===== src/rtl/bin2bcd_seq.sv =====
// Sequential binary-to-packed-BCD converter (shift-and-add-3), one bit per clock.
// Feeds the seven-segment driver; result and overflow are held between conversions.
module bin2bcd_seq #(
    parameter int BIN_WIDTH = 14,
    parameter int DIGITS    = 4
) (
    input  logic                    clk,
    input  logic                    rst,
    input  logic [BIN_WIDTH-1:0]    bin_in,
    input  logic                    start,
    output logic                    busy,
    output logic                    done,
    output logic [4*DIGITS-1:0]     bcd_out,
    output logic                    overflow
);

    localparam int BCD_W = 4 * DIGITS;
    localparam int CNT_W = $clog2(BIN_WIDTH + 1);

    localparam logic [1:0] IDLE  = 2'd0;
    localparam logic [1:0] SHIFT = 2'd1;
    localparam logic [1:0] DONE  = 2'd2;

    function automatic logic [63:0] max_value(input int digits);
        logic [63:0] m;
        m = 64'd1;
        for (int i = 0; i < digits; i++) begin
            m = m * 64'd10;
        end
        return m - 64'd1;
    endfunction

    localparam logic [63:0]      MAX_VAL = max_value(DIGITS);
    localparam logic [BCD_W-1:0] NINES   = {DIGITS{4'h9}};

    // All nibbles are corrected in parallel from their pre-shift values.
    function automatic logic [BCD_W-1:0] add3_nibbles(input logic [BCD_W-1:0] s);
        logic [BCD_W-1:0] r;
        r = s;
        for (int i = 0; i < DIGITS; i++) begin
            if (s[4*i +: 4] >= 4'd5) begin
                r[4*i +: 4] = s[4*i +: 4] + 4'd3;
            end
        end
        return r;
    endfunction

    logic [1:0]           state;
    logic [BIN_WIDTH-1:0] bin_sr;
    logic [BCD_W-1:0]     scratch;
    logic [CNT_W-1:0]     bit_cnt;
    logic                 ovf_pend;

    logic [BCD_W-1:0]     scratch_adj;
    logic [BCD_W-1:0]     scratch_nxt;
    logic [BIN_WIDTH-1:0] bin_sr_nxt;

    // Carry out of the top nibble is dropped; only overflow inputs reach it.
    always_comb begin
        scratch_adj = add3_nibbles(scratch);
        scratch_nxt = {scratch_adj[BCD_W-2:0], bin_sr[BIN_WIDTH-1]};
        bin_sr_nxt  = {bin_sr[BIN_WIDTH-2:0], 1'b0};
    end

    assign busy = (state == SHIFT);
    assign done = (state == DONE);

    always_ff @(posedge clk or posedge rst) begin
        if (rst) begin
            state    <= IDLE;
            bin_sr   <= '0;
            scratch  <= '0;
            bit_cnt  <= '0;
            ovf_pend <= 1'b0;
            bcd_out  <= '0;
            overflow <= 1'b0;
        end else begin
            case (state)
                IDLE, DONE: begin
                    if (start) begin
                        state    <= SHIFT;
                        bin_sr   <= bin_in;
                        scratch  <= '0;
                        bit_cnt  <= CNT_W'(BIN_WIDTH);
                        // Range check is taken on the value latched here, not the live input.
                        ovf_pend <= (64'(bin_in) > MAX_VAL);
                    end else begin
                        state <= IDLE;
                    end
                end
                SHIFT: begin
                    scratch <= scratch_nxt;
                    bin_sr  <= bin_sr_nxt;
                    bit_cnt <= bit_cnt - CNT_W'(1);
                    if (bit_cnt == CNT_W'(1)) begin
                        state    <= DONE;
                        bcd_out  <= ovf_pend ? NINES : scratch_nxt;
                        overflow <= ovf_pend;
                    end
                end
                default: state <= IDLE;
            endcase
        end
    end

endmodule


===== config.mk =====
export PLATFORM = sky130hd
export DESIGN_NAME = bin2bcd_seq
export DESIGN_NICKNAME = d
export VERILOG_FILES = /design/src/rtl/bin2bcd_seq.sv
export SDC_FILE = /design/constraint.sdc
export NUM_CORES = 1
export LEC_CHECK = 0
export ABC_CLOCK_PERIOD_IN_PS = 1610
export BUFFER_PORTS_ARGS = -buffer_cell sky130_fd_sc_hd__buf_2
export CORE_MARGIN = 2
export CORE_UTILIZATION = 50
export DETAILED_ROUTE_END_ITERATION = 12
export PLACE_DENSITY = 0.74
export SKIP_LAST_GASP = 1
export SLEW_MARGIN = 0
export SYNTH_ARGS = -nofsm -noshare
export SYNTH_HDL_FRONTEND = slang
export SYNTH_SLANG_ARGS = --single-unit

===== constraint.sdc =====
create_clock -name clk -period 1.61 [get_ports clk]
set_input_delay 0.322 -clock clk [delete_from_list [all_inputs] [get_ports clk]]
set_output_delay 0.322 -clock clk [all_outputs]
set_load 0.02 [all_outputs]

**After elaboration in Yosys (flattened, before gate mapping)**

Index checks and enable logic that the tools add are counted.

- Bits of input ports: 17
- Output and inout bits: 19
- Memories: 0
- Flip-flop bits (word level): 54
- Memory bits (writable): 0
- Latch bits: 0
- Logic and storage cells: 42
- Bits in read-only memories: 0

- $lt $le $gt $ge: 5
- Bitwise operators: 0
- Multiply operators: 0
- Reduce and logical (&&, ||, !) cells: 6
- Mux-type cells: 14
- Shift-type cells: 0
- Divide/modulo/power cells: 0
- Eq/ne operators: 5
- Add/subtract/negate cells: 5

Operators with widths:

| cell | number |
|---|---|
| two-way mux 16 bit | 2 |
| one-hot mux 16 bit (2 select lines) | 1 |
| one-hot mux 14 bit (2 select lines) | 1 |
| >= comparator 4 x 3 -> 1 bit (second input constant) | 4 |
| two-way mux 4 bit | 4 |
| greater-than comparator 14 bit (second input constant) | 1 |
| two-way mux 14 bit | 1 |
| adder 4 x 2 -> 4 bit (second input constant) | 3 |
| one-hot mux 4 bit (2 select lines) | 1 |
| AND reduction 2 bit | 3 |
| == test 4 x 1 -> 1 bit (second input constant) | 1 |
| one-hot mux 2 bit (2 select lines) | 1 |
| subtractor 4 x 1 -> 4 bit (second input constant) | 1 |
| adder 3 x 2 -> 3 bit (second input constant) | 1 |
| two-way mux 3 bit | 1 |
| == test 2 x 1 -> 1 bit (second input constant) | 1 |
| == test 2 bit (second input constant) | 1 |
| zero test 2 bit | 1 |
| two-way mux 2 bit | 1 |
| inequality test 2 x 1 -> 1 bit (second input constant) | 1 |
| inequality test 2 bit (second input constant) | 1 |
| nonzero test 2 bit | 1 |
| OR reduction 2 bit | 1 |
| two-way mux 1 bit | 1 |

**Logic depth before layout (Yosys ltp)**

Gate-level depths: netlist of the first run.

- Word-level depth: 4
- Gate-level depth with buffers: 8
- Depth with buffers taken out: 7

**Worst setup path before layout of the first run**

No wires, ideal clock.

- Kind: register to register
- Start: register scratch[0]
- End: register bcd_out[2]
- Buffers on the path: 0
- Arrival: 1.300 ns
- Period minus slack after synthesis: 1.366 ns
- Setup slack: 0.244 ns
- Library setup time: 0.066 ns
- Required time: 1.544 ns
- Cell stages (with the launch flop): 7
- Path through: dfrtp_1 inv_1 ha_1 nand2b_1 a21oi_2 mux2i_1 a22o_1

- Word-level cells in the longest chain between the ends: 3
- Elaborated cells between the ends (all ways): 4
- Those cells by class: 1 x add/sub; 1 x order compare; 2 x mux

RTL lines:

| item | line | source |
|---|---|---|
| start, declared | 50 | `logic [BCD_W-1:0] scratch;` |
| start signal, assigned | 92 | `scratch <= scratch_nxt;` |
| adder 4 x 2 -> 4 bit or >= comparator 4 x 3 -> 1 bit (tied branches) | 42, 41 |  |
| two-way mux 4 bit * | 41 | `if (s[4*i +: 4] >= 4'd5) begin` |
| two-way mux 16 bit * | 97 | `bcd_out <= ovf_pend ? NINES : scratch_nxt;` |
| end signal, assigned | 97 |  |
| end, declared | 13 | `output logic [4*DIGITS-1:0] bcd_out,` |

Mark *: on every way between the ends. The rest lies on a longest branch, timed or not.
A chain may end at the register's enable or synchronous reset.

**Final worst setup path of the first run**

- Start: register scratch[5]
- End: register scratch[6]

- Word-level cells in the longest chain between the ends: 3
- Elaborated cells between the ends (all ways): 4
- Those cells by class: 1 x add/sub; 1 x order compare; 2 x mux

RTL lines:

| item | line | source |
|---|---|---|
| adder 4 x 2 -> 4 bit or >= comparator 4 x 3 -> 1 bit (tied branches) | 42, 41 |  |
| two-way mux 4 bit * | 41 |  |
| one-hot mux 16 bit (2 select lines) * | 78 | `case (state)` |

Marked as above.

==> reports/results.tsv, run 1 <==
stage	metric	value	unit
finish	layout overhead on the synthesized area	17.10	%
timing	Tmin final	1.559	ns
setup_path	Worst setup SP type	flip-flop	
detailed_routing	WL per Instance	14.69	µm
setup_path	CP max stage cell	dfrtp_1	
synthesis	Yosys top cell by area	dfrtp_1	
synthesis	ys flop type	dfrtp_1	
setup_path	Worst Path Buf+Inv	1	
setup_path	Critical Path End Type	flip-flop	
clock_network	H-tree depth	2	
timing	RSZ-0062 raised after global routing	yes	
grt	met3 usage	0.04894	
clock_network	clk buf depth	2	
finish	Fillers	423	
synthesis	register area share after synthesis	0.5245	
place	post-detail-place hpwl	3.503	mm
synthesis	async set-reset flop share out of synthesis	1.000	
timing	final setup fails	0	
detailed_routing	Antenna Violating Nets Remaining	0	
finish	fin cells	360	
setup_path	Crit path max-delay family	flip-flops	
grt	Top Usage Layer GRT	met2	
grt	via count of the first global-routing pass	1888	
synthesis	Synth top cells by count	dfrtp_1 (54), nand2_1 (46), a22o_1 (18)	
timing	final worst setup slack	0.05066	ns
timing	clk_skew	0.01593	ns
clock_network	CTS Sinks	54	
setup_path	crit path DAT	1.81	ns
die	Row Count	26	
detailed_routing	Via Count	1943	
place	PortBufs	35	
setup_path	Critical Path Max Stage Delay	0.39	ns
finish	fin util	0.5983	
timing	Fin. Hold Viols	0	
synthesis	Mean Syn Cell Area	10.30	µm²
finish	n_diodes	0	
detailed_routing	DRC Markers	0	
grt	met2 Resource Use GR	0.3247	
job	max-cap check violation count	0	
synthesis	post-synth top area share	0.5245	
min_path	worst min path class	primary input to async pin	
setup_path	required time of the worst setup path	1.86	ns
power	leakage power	1.461	nW
synthesis	Synth area leaders	dfrtp_1 (52%), nand2_1 (6.7%), a22o_1 (6.1%)	
synthesis	Syn Nets	277	
setup_path	crit-path cells	inv_1 -> ha_1 -> nand2b_1 -> a21oi_2 -> mux2i_2 -> a22o_1	
detailed_routing	vias per cell	5.397	
grt	GRT Util Overall	0.2031	
synthesis	Syn. warnings	0	
grt	grt total ovfl	0	
die	die area	0.005743	mm²
die	Die Width	75.78	µm
die	Core ar.	0.005042	mm²
clock_network	CTS Root Cell	clkbuf_8	
grt	first-pass GRT wire length	8.687	mm
place	RePlAce Congestion	0.7816	
synthesis	Synth cell types	33	
timing	Final Cycle Share	0.9685	
setup_path	worst-path fanout max	3	
place	placed cells	348	
clock_network	total CTS buffers	5	
die	Die Span Y	75.78	µm
clock_network	TritonCTS clock tree	yes	
detailed_routing	DR pass1 iterations	4	
power	worst vdd ir	0.8112	mV
clock_network	clock insertion delay at the later pin of the skew report	0.31	ns
clock_network	Worst-path clk slew	0.11	ns
place	post-place setup slack	0.02733	ns
timing	Rel. slew slack	0.5544	
synthesis	FF+latch count, synth	54	
synthesis	dominant cell by count in the synthesized netlist	dfrtp_1	
setup_path	Setup CP Type	flip-flop to flip-flop	
synthesis	Netlist Area Pre-Place	0.002576	mm²
synthesis	number of synthesized flops with an enable pin	0	
detailed_routing	initial DRC count	130	
synthesis	Syn Inst Count	250	
finish	Nets	316	
timing	Worst Tran Pin Value	0.6668	ns
die	Starting Density	0.5109	
finish	fraction of layout instances using a drive strength above 1	0.2517	
grt	initial antenna violation count	0	
status	status	finished clean	
grt	largest net degree at the start of global routing	55	
power	Pwr Density	2088	mW/mm²
timing	Peak Freq	641.3	MHz
timing	count of pins over their slew limit	0	
detailed_routing	drt total wl	5.290	mm
die	I/O Pins	36	
grt	met1 usage	0.2646	
## sequential cells by signal (all words and copies together) (netlist names)
register  cells
bin_sr       14
overflow      1
scratch      16
state         2
bcd_out      16
ovf_pend      1
bit_cnt       4
## worst paths after layout
| kind | end | startpoint | slack, ns | depth (start not counted) |
|---|---|---|---|---|
| max | scratch[6] | scratch[5] | 0.05 | 6 |
| min | bcd_out[14] | rst | 0.07 | 3 |
| max reg2reg | scratch[6] | scratch[5] | 0.05 | 6 |
| min reg2reg | bcd_out[0] | bcd_out[0] | 0.47 | 2 |
| max in group asynchronous | bcd_out[0] | rst | 1.29 | 3 |
| min in group clk | bin_sr[1] | bin_in[1] | 0.25 | 3 |
## metrics by stage
stage	hold slack (ns)	instance area, µm²	setup TNS (ns)	power, mW
final	0.06617	3017	0	6.298
after CTS	0.07956	2917	0	6.118
after detailed placement	0.4224	2804	0	5.202
after global placement	0.4174	2804	0	5.065
after global routing	0.07233	3017	-0.07739	6.796
after floorplan	0.3898	2580	0	4.501
## cell usage in the layout, fill, tap and decap left out, types with 6 or more instances in the layout
| cell | count |
|---|---|
| a21oi_1 | 7 |
| a21oi_2 | 7 |
| a22o_1 | 18 |
| a22oi_1 | 13 |
| a31oi_1 | 6 |
| buf_2 | 34 |
| buf_4 | 8 |
| dfrtp_1 | 54 |
| ha_1 | 6 |
| inv_1 | 9 |
| nand2_1 | 46 |
| nor2_1 | 12 |
| o21ai_1 | 10 |
## layout make-up
cell class | count | area (µm²) | share of cell area
Sequential cell | 54 | 1351 | 0.4479
Multi-Input combinational cell | 170 | 1126 | 0.3733
Timing Repair Buffer | 45 | 281.5 | 0.09332
Tap cell | 70 | 87.58 | 0.02903
Clock buffer | 6 | 72.57 | 0.02406
Inverter | 13 | 60.06 | 0.01991
Clock inverter | 2 | 37.54 | 0.01244
## report_power, final
part	leakage, nW	total, mW	switching, mW	internal (mW)
registers	0.680	2.49	0.534	1.96
logic	0.729	2.89	1.61	1.28
clock network	0.0514	0.913	0.448	0.465
total	1.46	6.30	2.59	3.70
## cells by family (layout without fill, tap and decap cells)
family | after synthesis | count (layout) | synth area share
flip-flops | 54 | 54 | 0.5245
multiplexers | 4 | 4 | 0.01554
adder cells (fa/ha/maj) | 10 | 10 | 0.04857
buffers and inverters | 26 | 66 | 0.05779
AO/OA/AOI/OAI | 68 | 68 | 0.1884
AND/OR/NAND/NOR | 84 | 84 | 0.1515
XOR/XNOR | 4 | 4 | 0.01360
## layer usage
metal | wire [µm] | part of all wire
met4 | 24 | 0.0045
met1 | 2448 | 0.46
met2 | 2596 | 0.49
met5 | 0 | 0
met3 | 221 | 0.042
## worst register-to-register path, cell delays in order, from the launching register on
cell and delay, ns:
dfrtp_1 0.39, inv_1 0.11, ha_1 0.20, nand2b_1 0.17
a21oi_2 0.21, mux2i_2 0.27, a22o_1 0.15
## timing repair
action	CTS	global route
hold buffers	0	0
buffers inserted	0	4
pin swaps	0	3
gates resized for setup	1	13
setup endpoints to repair	1	16
Power figures use the tool's default switching activity.
==> run 2: changes to the inputs <==
--- a/config.mk
+++ b/config.mk
@@ -11,6 +11,7 @@
 export CORE_UTILIZATION = 50
 export DETAILED_ROUTE_END_ITERATION = 12
 export PLACE_DENSITY = 0.74
+export RECOVER_POWER = 50
 export SKIP_LAST_GASP = 1
 export SLEW_MARGIN = 0
 export SYNTH_ARGS = -nofsm -noshare
==> run 2 against run 1 <==
Register-to-register slack barely moved. Cell area down 0.91%. Clock skew is essentially flat. Critical path depth did not move. Worst setup slack improved by 0.0027 ns. Flip-flop and latch count did not move. Sequential share of layout area up 0.41 points. Non-clock buffer count unchanged. Sequential power about the same. Cell count did not move. Total power shrank 0.45%. Critical path type unchanged. Largest power group unchanged.
==> reports/results.tsv, run 2 (same netlist as run 1, synthesis figures left out) <==
stage	metric	value	unit	change
status	status	finished clean		
setup_path	required time of the worst setup path	1.87	ns	about the same
clock_network	clk buf depth	2		unchanged
clock_network	total CTS buffers	5		unchanged
detailed_routing	drt total wl	5.284	mm	-0.11%
clock_network	CTS Root Cell	clkbuf_8		
setup_path	Worst setup SP type	flip-flop		
detailed_routing	Via Count	1952		+0.46%
die	I/O Pins	36		unchanged
setup_path	CP max stage cell	dfrtp_1		
timing	Fin. Hold Viols	0		unchanged
timing	clk_skew	0.01587	ns	-0.00005500 ns
setup_path	crit-path cells	inv_1 -> ha_1 -> nand2b_1 -> a21oi_2 -> mux2i_2 -> a22o_1		
place	RePlAce Congestion	0.7816		unchanged
timing	count of pins over their slew limit	0		unchanged
place	PortBufs	35		unchanged
finish	Nets	316		unchanged
finish	Fillers	432		+2.1%
timing	Tmin final	1.557	ns	-0.002685 ns
place	post-detail-place hpwl	3.503	mm	unchanged
finish	commonest cells after routing, fill and taps aside	dfrtp_1 (54), nand2_1 (46), buf_2 (29)		
finish	Largest regs	bcd_out x16, scratch x16, bin_sr x14		
setup_path	crit path DAT	1.81	ns	about the same
finish	commonest non-fill, non-tap cell in the layout	dfrtp_1		
min_path	hold path cells	3		
detailed_routing	DR pass1 iterations	4		unchanged
min_path	startpoint of the worst hold path	bin_in[1]		
detailed_routing	vias per cell	5.422		+0.46%
detailed_routing	WL per Instance	14.68	µm	-0.11%
die	Row Count	26		unchanged
setup_path	Critical Path End Type	flip-flop		
timing	final setup fails	0		unchanged
timing	RSZ-0062 raised after global routing	yes		
power	worst vdd ir	0.8103	mV	-0.12%
detailed_routing	Antenna Violating Nets Remaining	0		unchanged
finish	fin util	0.5928		-0.005459
grt	largest net degree at the start of global routing	55		unchanged
place	placed cells	348		unchanged
finish	n_diodes	0		unchanged
finish	fraction of layout instances using a drive strength above 1	0.2310		-0.02069
die	die area	0.005743	mm²	unchanged
job	max-cap check violation count	0		unchanged
clock_network	H-tree depth	2		unchanged
clock_network	TritonCTS clock tree	yes		
setup_path	Worst Path Buf+Inv	1		unchanged
grt	GRT Util Overall	0.2031		unchanged
setup_path	Crit path max-delay family	flip-flops		
power	Pwr Density	2098	mW/mm²	+0.47%
grt	initial antenna violation count	0		unchanged
timing	Peak Freq	642.4	MHz	+0.17%
setup_path	R2R depth	6		unchanged
detailed_routing	DRC Markers	0		unchanged
timing	final hold slack	0.2472	ns	+0.1810 ns
setup_path	Critical Path Max Stage Delay	0.39	ns	about the same
timing	final worst setup slack	0.05335	ns	+0.002685 ns
die	Starting Density	0.5109		unchanged
timing	Worst Tran Pin Value	1.326	ns	+0.6587 ns
clock_network	CTS Sinks	54		unchanged
clock_network	Worst-path clk slew	0.10	ns	about the same
grt	first-pass GRT wire length	8.687	mm	unchanged
finish	fin cells	360		unchanged
power	leakage power	1.434	nW	-1.8%
setup_path	CP Launch Point	scratch[5]		
die	Core ar.	0.005042	mm²	unchanged
place	post-place setup slack	0.02733	ns	unchanged
grt	grt total ovfl	0		unchanged
clock_network	clock insertion delay at the later pin of the skew report	0.31	ns	about the same
setup_path	Setup CP Type	flip-flop to flip-flop		
timing	final setup TNS	0	ns	unchanged
grt	via count of the first global-routing pass	1888		unchanged
min_path	worst min path class	primary input to flip-flop		
die	Die Span Y	75.78	µm	unchanged
finish	layout overhead on the synthesized area	16.03	%	
setup_path	worst r2r src	scratch[5]		
timing	Final Cycle Share	0.9669		-0.001668
setup_path	critical path depth	6		unchanged
timing	Rel. slew slack	0.1163		-0.4381
detailed_routing	initial DRC count	123		-5.4%
die	Die Width	75.78	µm	unchanged
setup_path	worst-path fanout max	3		unchanged
[run 2: worst paths after layout]
| check | slack [ns] | endpoint |
|---|---|---|
| min reg2reg | 0.48 | bcd_out[0] |
| max | 0.05 | scratch[6] |
| max reg2reg | 0.05 | scratch[6] |
| min in group asynchronous | 0.44 | bcd_out[14] |
| min | 0.25 | bin_sr[1] |
| max in group asynchronous | 0.36 | bcd_out[1] |
[run 2: layout make-up]
class,count,area (µm²),share of cell area
Sequential cell,54,1351,0.4521
Tap cell,70,87.58,0.02930
Timing Repair Buffer,45,256.5,0.08581
Clock buffer,6,72.57,0.02428
Multi-Input combinational cell,170,1126,0.3767
Clock inverter,2,37.54,0.01256
Inverter,13,57.56,0.01925
[run 2: report_power, final]
part | total [mW] | internal, mW | switching [mW]
sequential | 2.49 | 1.96 | 0.534
clock | 0.912 | 0.465 | 0.448
combinational | 2.87 | 1.26 | 1.61
total | 6.27 | 3.68 | 2.59
[run 2: per-layer routing]
layer	GRT usage	up-vias	routed length, µm
met1	0.2646	946	2426
met3	0.04894	4	225
met5	0	-	0
li1	-	950	-
met4	0.08382	0	46
met2	0.3247	52	2585
[run 2: stage by stage]
| stage | instance area [µm²] | power [mW] |
|---|---|---|
| after detailed placement | 2804 | 5.202 |
| after global routing | 2989 | 6.770 |
| after floorplan | 2580 | 4.501 |
| final | 2989 | 6.270 |
| after CTS | 2917 | 6.118 |
| after global placement | 2804 | 5.065 |
[run 2: repair_timing]
| item | CTS | global route |
|---|---|---|
| pin swaps | 0 | 3 |
| hold buffers | 0 | 0 |
| setup endpoints to repair | 1 | 16 |
| gates resized for setup | 1 | 13 |
| setup buffers | 0 | 4 |
[run 2: worst register-to-register path, cell delays in order (launching register included)]
cell,delay (ns)
dfrtp_1,0.39
inv_1,0.11
ha_1,0.20
nand2b_1,0.17
a21oi_2,0.21
mux2i_2,0.27
a22o_1,0.15
==> run 3: changes to the inputs <==
--- a/config.mk
+++ b/config.mk
@@ -8,9 +8,9 @@
 export ABC_CLOCK_PERIOD_IN_PS = 1610
 export BUFFER_PORTS_ARGS = -buffer_cell sky130_fd_sc_hd__buf_2
 export CORE_MARGIN = 2
-export CORE_UTILIZATION = 50
+export CORE_UTILIZATION = 51
 export DETAILED_ROUTE_END_ITERATION = 12
-export PLACE_DENSITY = 0.74
+export PLACE_DENSITY = 0.75
 export RECOVER_POWER = 50
 export SKIP_LAST_GASP = 1
 export SLEW_MARGIN = 0
==> run 3 against run 2 <==
Clock skew decreased by 0.0061 ns. Die area shrank 1.9%. Wire length fell by 2.3%. Critical path type is now flip-flop to output port.
==> reports/results.tsv, run 3 (same netlist as run 1, synthesis figures left out) <==
stage	metric	value	unit	change
status	status	finished clean		
setup_path	Worst Path Buf+Inv	2		+1
finish	layout overhead on the synthesized area	14.72	%	
place	RePlAce Congestion	0.7767		-0.63%
setup_path	Crit path max-delay family	flip-flops		
grt	via count of the first global-routing pass	1822		-3.5%
finish	commonest non-fill, non-tap cell in the layout	dfrtp_1		
clock_network	CTS Root Cell	clkbuf_8		
setup_path	R2R depth	6		unchanged
timing	RSZ-0062 raised after global routing	no		
setup_path	CP max stage cell	dfrtp_1		
job	max-cap check violation count	0		unchanged
power	Design Power	6.145	mW	-2.0%
die	die area	0.005636	mm²	-1.9%
detailed_routing	metal3 WL	217	µm	-3.6%
power	leakage power	1.406	nW	-2.0%
finish	Sequential Area	0.001351	mm²	unchanged
place	PortBufs	35		unchanged
finish	area of the multi-input gates	0.001124	mm²	-0.22%
timing	Peak Freq	649.0	MHz	+1.0%
place	post-detail-place hpwl	3.372	mm	-3.7%
die	Die Width	75.08	µm	-0.93%
finish	Nets	315		-0.32%
clock_network	clock insertion delay at the later pin of the skew report	0.30	ns	about the same
finish	fin util	0.6175		+0.02471
clock_network	total CTS buffers	5		unchanged
timing	final setup fails	0		unchanged
setup_path	crit path DAT	1.22	ns	-0.59 ns
die	I/O Pins	36		unchanged
setup_path	Critical Path Max Stage Delay	0.38	ns	about the same
grt	initial antenna violation count	0		unchanged
finish	n_diodes	0		unchanged
min_path	worst min path class	primary input to flip-flop		
clock_network	clk buf depth	2		unchanged
detailed_routing	initial DRC count	132		+7.3%
die	Row Count	25		-3.8%
detailed_routing	vias per cell	5.463		+0.76%
detailed_routing	routed wl met2	2.431	mm	-6.0%
finish	Largest regs	bcd_out x16, scratch x16, bin_sr x14		
detailed_routing	DRC Markers	0		unchanged
detailed_routing	Via Count	1945		-0.36%
detailed_routing	WL met1	2.447	mm	+0.87%
die	Starting Density	0.5383		+0.02738
timing	final setup TNS	0	ns	unchanged
detailed_routing	WL per Instance	14.49	µm	-1.2%
power	worst vdd ir	1.057	mV	+30%
clock_network	H-tree depth	2		unchanged
timing	Tmin final	1.541	ns	-0.01582 ns
setup_path	Critical Path End Type	output port		
detailed_routing	DR pass1 iterations	4		unchanged
detailed_routing	drt total wl	5.160	mm	-2.3%
setup_path	worst-path fanout max	13		+10
timing	Rel. slew slack	0.1356		+0.01925
timing	clk_skew	0.009763	ns	-0.006110 ns
timing	Fin. Hold Viols	0		unchanged
finish	Fillers	402		-6.9%
timing	final hold slack	0.2564	ns	+0.009225 ns
detailed_routing	Top Layer Used	met4		
setup_path	required time of the worst setup path	1.29	ns	-0.58 ns
power	Pwr Density	2079	mW/mm²	-0.87%
timing	Worst Tran Pin Value	1.297	ns	-0.02888 ns
detailed_routing	Antenna Violating Nets Remaining	0		unchanged
setup_path	critical path depth	3		-3
min_path	hold path cells	3		unchanged
clock_network	TritonCTS clock tree	yes		
setup_path	crit-path cells	nand2b_2 -> inv_4 -> buf_2		
grt	largest net degree at the start of global routing	55		unchanged
finish	commonest cells after routing, fill and taps aside	dfrtp_1 (54), nand2_1 (46), buf_2 (28)		
grt	GRT Util Overall	0.1995		-0.003508
timing	Final Cycle Share	0.9570		-0.009826
die	Core ar.	0.004786	mm²	-5.1%
die	Die Span Y	75.08	µm	-0.93%
setup_path	Worst setup SP type	flip-flop		
clock_network	Worst-path clk slew	0.09	ns	about the same
grt	grt total ovfl	0		unchanged
setup_path	Setup CP Type	flip-flop to output port		
finish	fraction of layout instances using a drive strength above 1	0.2353		+0.004260
grt	first-pass GRT wire length	8.521	mm	-1.9%
clock_network	Post-CTS Hold Buffers	0		unchanged
clock_network	CTS Sinks	54		unchanged
timing	count of pins over their slew limit	0		unchanged
## run 3: final timing paths
path	startpoint	end	slack (ns)
min	bin_in[2]	bin_sr[2]	0.26
min reg2reg	bin_sr[3]	bin_sr[3]	0.49
min in group asynchronous	rst	bcd_out[15]	0.45
max reg2reg	scratch[1]	scratch[2]	0.08
max	state[1]	busy	0.07
max in group asynchronous	rst	bit_cnt[2]	0.37
## run 3: power by group
| part | internal [mW] | switching, mW | total [mW] |
|---|---|---|---|
| Combinational | 1.26 | 1.61 | 2.87 |
| Clock | 0.347 | 0.436 | 0.783 |
| Sequential | 1.96 | 0.530 | 2.49 |
## run 3: cell type report
cell class / instances / share of cell area
inverters: 13 / 0.01948
well taps: 67 / 0.02837
clock inverters: 2 / 0.004234
multi-input cells: 170 / 0.3802
flip-flops and latches: 54 / 0.4572
clock buffers: 6 / 0.02794
repair buffers: 44 / 0.08256
## run 3: per-layer routing
metal,vias up,GRT usage
met3,7,0.03347
met5,-,0
met2,59,0.3109
met4,0,0.06349
li1,948,-
met1,931,0.2866
## run 3: metrics by stage
step / cell area (µm²) / setup WS [ns] / std cells
global placement: 2800 / 0.09549 / 345
floorplan: 2580 / 0.2437 / 250
CTS: 2895 / 0.02164 / 353
finish: 2955 / 0.06917 / 356
detailed placement: 2800 / 0.05148 / 345
global route: 2955 / 0.001682 / 356
## run 3: tightest hold or removal path, delay by kind of cell
family | cells | cell delay [ns]
AO/OA/AOI/OAI | 1 | 0.07
buffers and inverters | 1 | 0.07
AND/OR/NAND/NOR | 1 | 0.06
## run 3: what timing repair did
| action | CTS | global route |
|---|---|---|
| hold endpoints to repair | 0 | 0 |
| buffers inserted | 0 | 3 |
| gates resized for setup | 0 | 12 |
| endpoints found under the setup margin | 0 | 14 |
